<file path="src/rtl/timer_run_ctrl.sv">
// Stopwatch run control: conditions buttons and mode switches, sequences the
// BCD counter through load/count/pause/done, and schedules the digit scan.
//
// state   | meaning
// LOAD    | preset being loaded into the counter (one cycle)
// READY   | preset loaded, waiting for start
// RUN     | counting on each prescaled tick
// PAUSE   | counting suspended, sub-tick progress discarded
// DONE    | terminal count reached, only clear or mode change leaves
module timer_run_ctrl #(
   parameter int TICK_DIV  = 1_000_000,
   parameter int SCAN_DIV  = 100_000,
   parameter int DB_CYCLES = 1_000_000
) (
   input  logic       clk_i,
   input  logic       reset_i,
   input  logic       btn_stopstart_i,
   input  logic       btn_clear_i,
   input  logic [1:0] modesel_i,
   input  logic       at_max_i,
   input  logic       at_min_i,
   output logic       cnt_load_o,
   output logic [1:0] preset_sel_o,
   output logic       cnt_en_o,
   output logic       cnt_up_o,
   output logic       running_o,
   output logic       done_o,
   output logic [1:0] scan_sel_o,
   output logic [3:0] an_o
);

   localparam int TW = $clog2(TICK_DIV + 1);
   localparam int SW = $clog2(SCAN_DIV + 1);
   localparam int DW = $clog2(DB_CYCLES + 1);

   typedef enum logic [2:0] {S_LOAD, S_READY, S_RUN, S_PAUSE, S_DONE} state_t;

   state_t          state_q, state_d;
   logic            cnt_load_q, running_q, done_q;
   logic [1:0]      ss_sync_q, clr_sync_q;
   logic [1:0]      mode_s1_q, mode_s2_q, mode_prev_q;
   logic [1:0]      btn_sync;
   logic [1:0]      deb_q, press_q;
   logic [DW-1:0]   db_cnt_q [2];
   logic [TW-1:0]   tick_cnt_q;
   logic [SW-1:0]   scan_cnt_q;
   logic [1:0]      scan_sel_q;
   logic            start_p, clear_p, mode_chg, terminal, tick;

   always_ff @(posedge clk_i) begin
      if (reset_i) begin
         ss_sync_q   <= '0;
         clr_sync_q  <= '0;
         mode_s1_q   <= '0;
         mode_s2_q   <= '0;
         mode_prev_q <= '0;
      end else begin
         ss_sync_q   <= {ss_sync_q[0], btn_stopstart_i};
         clr_sync_q  <= {clr_sync_q[0], btn_clear_i};
         mode_s1_q   <= modesel_i;
         mode_s2_q   <= mode_s1_q;
         mode_prev_q <= mode_s2_q;
      end
   end

   assign btn_sync = {clr_sync_q[1], ss_sync_q[1]};

   // Index 0 is stop/start, index 1 is clear; a press pulse fires only when
   // the debounced level is accepted as high.
   always_ff @(posedge clk_i) begin
      if (reset_i) begin
         deb_q   <= '0;
         press_q <= '0;
         for (int i = 0; i < 2; i++) db_cnt_q[i] <= '0;
      end else begin
         for (int i = 0; i < 2; i++) begin
            press_q[i] <= 1'b0;
            if (btn_sync[i] == deb_q[i]) begin
               db_cnt_q[i] <= '0;
            end else if (db_cnt_q[i] == DW'(DB_CYCLES - 1)) begin
               deb_q[i]    <= btn_sync[i];
               press_q[i]  <= btn_sync[i];
               db_cnt_q[i] <= '0;
            end else begin
               db_cnt_q[i] <= db_cnt_q[i] + DW'(1);
            end
         end
      end
   end

   assign start_p  = press_q[0];
   assign clear_p  = press_q[1];
   assign mode_chg = (mode_s2_q != mode_prev_q);
   assign cnt_up_o = ~mode_s2_q[1];
   assign terminal = cnt_up_o ? at_max_i : at_min_i;
   assign tick     = (state_q == S_RUN) && (tick_cnt_q == TW'(TICK_DIV - 1));
   assign cnt_en_o = tick & ~terminal & ~mode_chg & ~clear_p & ~start_p;

   always_comb begin
      case (mode_s2_q)
         2'd0:    preset_sel_o = 2'b00;
         2'd2:    preset_sel_o = 2'b10;
         default: preset_sel_o = 2'b01;
      endcase
   end

   always_comb begin
      state_d = state_q;
      case (state_q)
         S_LOAD:  state_d = S_READY;
         S_READY: if (mode_chg || clear_p) state_d = S_LOAD;
                  else if (start_p)       state_d = S_RUN;
         S_RUN:   if (mode_chg || clear_p) state_d = S_LOAD;
                  else if (start_p)       state_d = S_PAUSE;
                  else if (tick && terminal) state_d = S_DONE;
         S_PAUSE: if (mode_chg || clear_p) state_d = S_LOAD;
                  else if (start_p)       state_d = S_RUN;
         S_DONE:  if (mode_chg || clear_p) state_d = S_LOAD;
         default: state_d = S_LOAD;
      endcase
   end

   always_ff @(posedge clk_i) begin
      if (reset_i) begin
         state_q    <= S_LOAD;
         cnt_load_q <= 1'b1;
         running_q  <= 1'b0;
         done_q     <= 1'b0;
      end else begin
         state_q    <= state_d;
         cnt_load_q <= (state_d == S_LOAD);
         running_q  <= (state_d == S_RUN);
         done_q     <= (state_d == S_DONE);
      end
   end

   // Tick phase restarts on every RUN entry so a resume waits a full period.
   always_ff @(posedge clk_i) begin
      if (reset_i || state_q != S_RUN || state_d != S_RUN || tick) tick_cnt_q <= '0;
      else                                                         tick_cnt_q <= tick_cnt_q + TW'(1);
   end

   always_ff @(posedge clk_i) begin
      if (reset_i) begin
         scan_cnt_q <= '0;
         scan_sel_q <= '0;
      end else if (scan_cnt_q == SW'(SCAN_DIV - 1)) begin
         scan_cnt_q <= '0;
         scan_sel_q <= scan_sel_q + 2'd1;
      end else begin
         scan_cnt_q <= scan_cnt_q + SW'(1);
      end
   end

   always_comb begin
      case (scan_sel_q)
         2'd0:    an_o = 4'b1110;
         2'd1:    an_o = 4'b1101;
         2'd2:    an_o = 4'b1011;
         default: an_o = 4'b0111;
      endcase
   end

   assign cnt_load_o = cnt_load_q;
   assign running_o  = running_q;
   assign done_o     = done_q;
   assign scan_sel_o = scan_sel_q;

endmodule

</file>
<file path="config.mk">
export PLATFORM = sky130hd
export DESIGN_NAME = timer_run_ctrl
export DESIGN_NICKNAME = d
export VERILOG_FILES = /design/src/rtl/timer_run_ctrl.sv
export SDC_FILE = /design/constraint.sdc
export NUM_CORES = 1
export LEC_CHECK = 0
export ABC_AREA = 1
export BUFFER_PORTS_ARGS = -buffer_cell sky130_fd_sc_hd__buf_4
export CAP_MARGIN = 0
export CORE_ASPECT_RATIO = 1.4
export CORE_MARGIN = 2
export CORE_UTILIZATION = 62
export DETAILED_ROUTE_END_ITERATION = 6
export HOLD_SLACK_MARGIN = 0.12
export PLACE_DENSITY = 0.81
export SYNTH_ARGS = -nofsm -noshare
export SYNTH_HDL_FRONTEND = slang
export SYNTH_SLANG_ARGS = --single-unit
</file>
<file path="constraint.sdc">
create_clock -name clk_i -period 2 [get_ports clk_i]
set_input_delay 0.5 -clock clk_i [delete_from_list [all_inputs] [get_ports clk_i]]
set_output_delay 0.5 -clock clk_i [all_outputs]
set_load 0.02 [all_outputs]
</file>
# [Word level (Yosys, flattened, before mapping)]
# Memories as Yosys holds them, arrays and structs flattened.
# Index checks and enable logic that the tools add are counted.
[totals] mem_bits_rw=40 input_bits=8 register_bits=59 memories=1 word_cells=115
[mem_list] name="db_cnt_q" depth=2 word_bits=20 read_ports=2 rd_ports_with_merged_regs=0 write_ports=2 line_no="44" text="logic [DW-1:0] db_cnt_q [2];"
[op_classes] add_sub_neg=5 n_reduce_logical=16 n_mux=40 eq_ne=18 bitwise_logic=19
[op_table] operator="$mux W20" count=6
[op_table] operator="$add A20 B1 Y20 const B" count=3
[op_table] operator="$eq A20 B20 Y1 const B" count=3
[op_table] operator="$mux W1" count=25
[op_table] operator="$mux W3" count=6
[op_table] operator="$add A17 B1 Y17 const B" count=1
[op_table] operator="$eq A17 B17 Y1 const B" count=1
[op_table] operator="$pmux W3 S4" count=1
[op_table] operator="$pmux W4 S3" count=1
[op_table] operator="$eq A3 B2 Y1 const B" count=3
[op_table] operator="$not A1 Y1" count=9
[op_table] operator="$eq A3 B3 Y1 const B" count=2
[op_table] operator="$logic_not A3 Y1" count=2
[op_table] operator="$ne A3 B2 Y1 const B" count=2
[op_table] operator="$or A1 B1 Y1" count=6
[op_table] operator="$reduce_or A3 Y1" count=2
[op_table] operator="$and A1 B1 Y1" count=4
[op_table] operator="$eq A2 B2 Y1 const B" count=2
[op_table] operator="$logic_not A2 Y1" count=2
[op_table] operator="$logic_or A1 B1 Y1" count=4
[op_table] operator="$pmux W2 S2" count=1
[op_table] operator="$reduce_and A2 Y1" count=2
[op_table] operator="$reduce_or A2 Y1" count=2
[op_table] operator="$eq A3 B1 Y1 const B" count=1
[op_table] operator="other kinds (5)" count=7

# [Logic depth before layout (Yosys ltp)]
[depth] ltp_word=10 depth_mapped=12

# [Worst setup path after synthesis]
# Ideal clock, no wire load.
[synth_timing] path_type="register to output" start="register tick_cnt_q[0]" end="output cnt_en_o" stages_incl_launch_ff=6 slack_ps=35 t_required_ps=1500 t_arrival_ps=1465 path_cell_list="dfxtp_1 > ha_1 > nand3_2 > nor2_1 > nand3_1 > nor3b_1"
[synth_via] elab_chain_cells=6
[synth_rtl] element="start, declared" line_no="45" text="logic [TW-1:0] tick_cnt_q;"
[synth_rtl] element="start signal, assigned" line_no="140" text="else tick_cnt_q <= tick_cnt_q + TW'(1);"
[synth_rtl] element="$eq A20 B20 Y1" line_no="96" text="assign tick = (state_q == S_RUN) && (tick_cnt_q == TW'(TICK_DIV - 1));"
[synth_rtl] element="$logic_and A1 B1 Y1" line_no="96"
[synth_rtl] element="$and A1 B1 Y1 (4 in a row)" line_no="97" text="assign cnt_en_o = tick & ~terminal & ~mode_chg & ~clear_p & ~start_p;"
[synth_rtl] element="end, declared" line_no="24" text="output logic cnt_en_o,"
# Every way passes these cells.

# [Worst setup path in the final report]
[layout_timing] start="register tick_cnt_q[5]" end="output cnt_en_o"
# The elaborated chain is that of the path after synthesis.

==> results.md <==
* DRT antenna net count at 0
* Fin. Hold Viols at 0
* Max Clk Rate at 0.4875 GHz
* Net Sw Frac at 22.16%
* Num CTS Buffers at 9
* Worst VDD drop at 572.8 uV
* Pwr/cell area at 675.2 nW/um2
* Clock Power Share at 43.0%
* Post-Place Worst Slack at 0.02082 ns
* Most frequent cells in the layout: 84 x nor2_1, 81 x inv_1, 74 x nand2_1
* Synth area leader: edfxtp_1
* Synth warnings at 0
* GRT overflow at 0
* FF-to-FF path depth at 12
* Post-route setup slack at -0.05143 ns
* Crit path largest cell delay at 0.36 ns
* Crit. End Element: output port
* Sequential share of power at 52.1%
* Share of post-route cells with drive strength above 1 at 22.99%
* CTS clock-pin slew for the worst setup and hold paths at 0.07 ns
* Die Height at 111.2 um
* CTS tree: yes
* Commonest non-fill, non-tap cell in the layout: nor2_1
* Mean Syn Cell Area at 8.504 um2
* Final nets at 707
* Required time of the worst setup path at 1.50 ns
* Post-synth EDFFs at 40
* Initial Util at 63.26%
* Reg2reg end: db_cnt_q[1][15]
* Worst Setup SP: tick_cnt_q[5]
* Internal reg-to-reg setup slack at 0 ns
* Tmin final at 2.051 ns
* Gate Count Post-Synth at 599
* Share of flip-flops with an asynchronous set or reset at 0%
* Pre-antenna DRT Iters at 4
* Slew Limit Fails at 0
* Vias at 4,196
* Critical-path cell list: nand2_2 > clkinv_1 > nand2_2 > nor2_4 > nand3_2 > nor3b_2 > buf_4
* Die width at 80.61 um
* I/O pin count at 21
* RSZ-0062 raised after global routing: true
* WL final at 11,240 um
* Layout filler cell count at 531
* TritonCTS Sinks at 99
* Register area at 2411 um2
* DRC violations left at 0
* Final setup fails at 1
* Ant. Diodes at 0
* Worst Hold Class: in -> reg
* Clk_skew at 0.005765 ns
* Status: finished with violations
* DP Wirelength at 6925 um
* Leak pwr at 2.551 nW
* Multi-input gate area at 2587 um2
* Top cell type's share of synthesized area at 23.58%
* Port bufs at 20
* Total power at 0.004195 W
* Worst flop-to-flop path startpoint: db_cnt_q[1][1]
* Top cells by area, synth: edfxtp_1 24%, dfxtp_1 23%, nor2_1 6.7%
* Synth-to-layout area growth at 21.98%
* Initial antenna violation count at 0
* CP Class: reg -> out
* Longest Clk Path Bufs at 2
* 1st-iter DRT viols at 251
* Failing checks: negative setup slack
* Top FF cell, synth: dfxtp_1
* Worst setup SP type: flip-flop
* Vias per Instance at 5.258
* Netlist Area Pre-Place at 5094 um2
* Site Rows at 39
* Comb power frac at 4.9%
* Max-Cap Viols at 0
* Slowest cell on crit path: dfxtp_2
* H-tree depth at 3
* Largest net degree at the start of global routing at 21
* Final cycle utilization of the critical path at 102.6%
* Die area at 8967 um2
* First-pass GRT wire length at 17,250 um
* Seq/Total Area, Yosys at 46.77%
* Worst setup endpoint: cnt_en_o
* Hold buffers post-CTS at 0
* P_sw at 0.0009295 W
* GRT Util Overall at 24.44%
* Cell mode on critical path: nand2_2
* Vias in the first global route at 4,159
* Worst-Skew Late Latency at 0.34 ns
* Internal power at 0.003266 W
* Yosys cell types at 38
* Critical-path maximum fanout at 3
* Seq cells post-synth at 99
* Gpl congestion at 0.8825
* Core ar. at 8051 um2
* CTS root buf: clkbuf_16
* Drt wl/cell at 14.09 um
* Critical path arrival at 1.55 ns
-- routing by layer --
metal  global-route usage, %  share of wire [%]
met1                   25.65                 38
met4                   11.53                3.5
met2                   45.11                 55
met5                       0                  0
met3                   4.805                4.0
-- worst min path at each step --
stage                    startpoint            end  slack, ns  depth (start not counted)
floorplan             clr_sync_q[0]  clr_sync_q[1]       0.39                          2
global placement       mode_s1_q[0]   mode_s2_q[0]       0.39                          2
detailed placement     ss_sync_q[0]   ss_sync_q[1]       0.39                          2
CTS                    modesel_i[0]   mode_s1_q[0]       0.35                          3
global route        btn_stopstart_i   ss_sync_q[0]       0.36                          3
finish                 modesel_i[0]   mode_s1_q[0]       0.35                          3
-- kinds of logic (layout without fill, tap and decap cells) --
logic type | count (synthesis) | count (layout) | synth area share (%)
other cells | 1 | 40 | 0.07362
simple gates | 320 | 320 | 32.42
fa+ha+maj | 8 | 8 | 1.965
xor+xnor | 43 | 43 | 7.394
buf+inv | 97 | 155 | 7.934
compound gates | 31 | 31 | 3.439
flops | 99 | 99 | 46.77
-- critical path: cells and delay by family (launching register included) --
family,cells,cell delay (ns)
simple gates,5,0.61
buf+inv,2,0.24
flops,1,0.36
-- metrics by stage --
stage / std cells / setup TNS (ns) / hold slack (ns) / utilization [%] / area [um2]
floorplan: 638 / 0 / 0.3883 / - / 5240
global placement: 760 / 0 / 0.3906 / 68.81 / 5540
detailed placement: 760 / 0 / 0.3916 / 68.81 / 5540
CTS: 786 / -0.01154 / 0.3526 / 74.42 / 5992
global route: 798 / -0.9888 / 0.3598 / 77.17 / 6213
finish: 798 / -0.05143 / 0.3516 / 77.17 / 6213
-- power groups by stage --
stage	sequential, W	combinational (W)	clock, W
CTS	0.00219	0.000189	0.00182
floorplan	0.00223	0.000133	0
detailed placement	0.00223	0.000185	0
finish	0.00219	0.000205	0.00180
global placement	0.00223	0.000179	0
global route	0.00219	0.000229	0.00191
-- flip-flops by register name (all words and copies together), names as in the netlist --
register and flops:
db_cnt_q 40, tick_cnt_q 20, scan_cnt_q 17, state_q 3, clr_sync_q 2, deb_q 2
mode_prev_q 2, mode_s1_q 2, mode_s2_q 2, press_q 2, scan_sel_o 2, ss_sync_q 2
cnt_load_o 1, done_o 1, running_o 1
-- synth_stat cells (4+ instances only) --
master / instances
a21oi_1: 20
and3_1: 7
buf_2: 4
dfxtp_1: 59
edfxtp_1: 40
ha_1: 8
inv_1: 83
nand2_1: 79
nand2_2: 11
nand3_1: 30
nand4_1: 20
nor2_1: 91
nor2_2: 11
nor2_4: 4
nor3_1: 31
nor3_2: 10
nor3_4: 4
nor3b_1: 8
o21ai_0: 7
xnor2_1: 15
xor2_1: 28
-- area by class of cell --
cell class,count,area share (%)
sequential,99,38.80
clock inverter,6,0.9666
inverter,87,5.256
multi-input combinational,442,41.64
tap,102,2.054
clock buffer,10,4.027
timing repair buffer,52,7.249
-- repair_timing --
| action | in CTS | in global routing |
|---|---|---|
| gates cloned | 0 | 2 |
| setup buffers | 10 | 10 |
| pin swaps | 6 | 12 |
| resized for setup | 22 | 30 |
| endpoints found under the setup margin | 1 | 22 |
No activity file was read; power rests on OpenSTA's default activity.
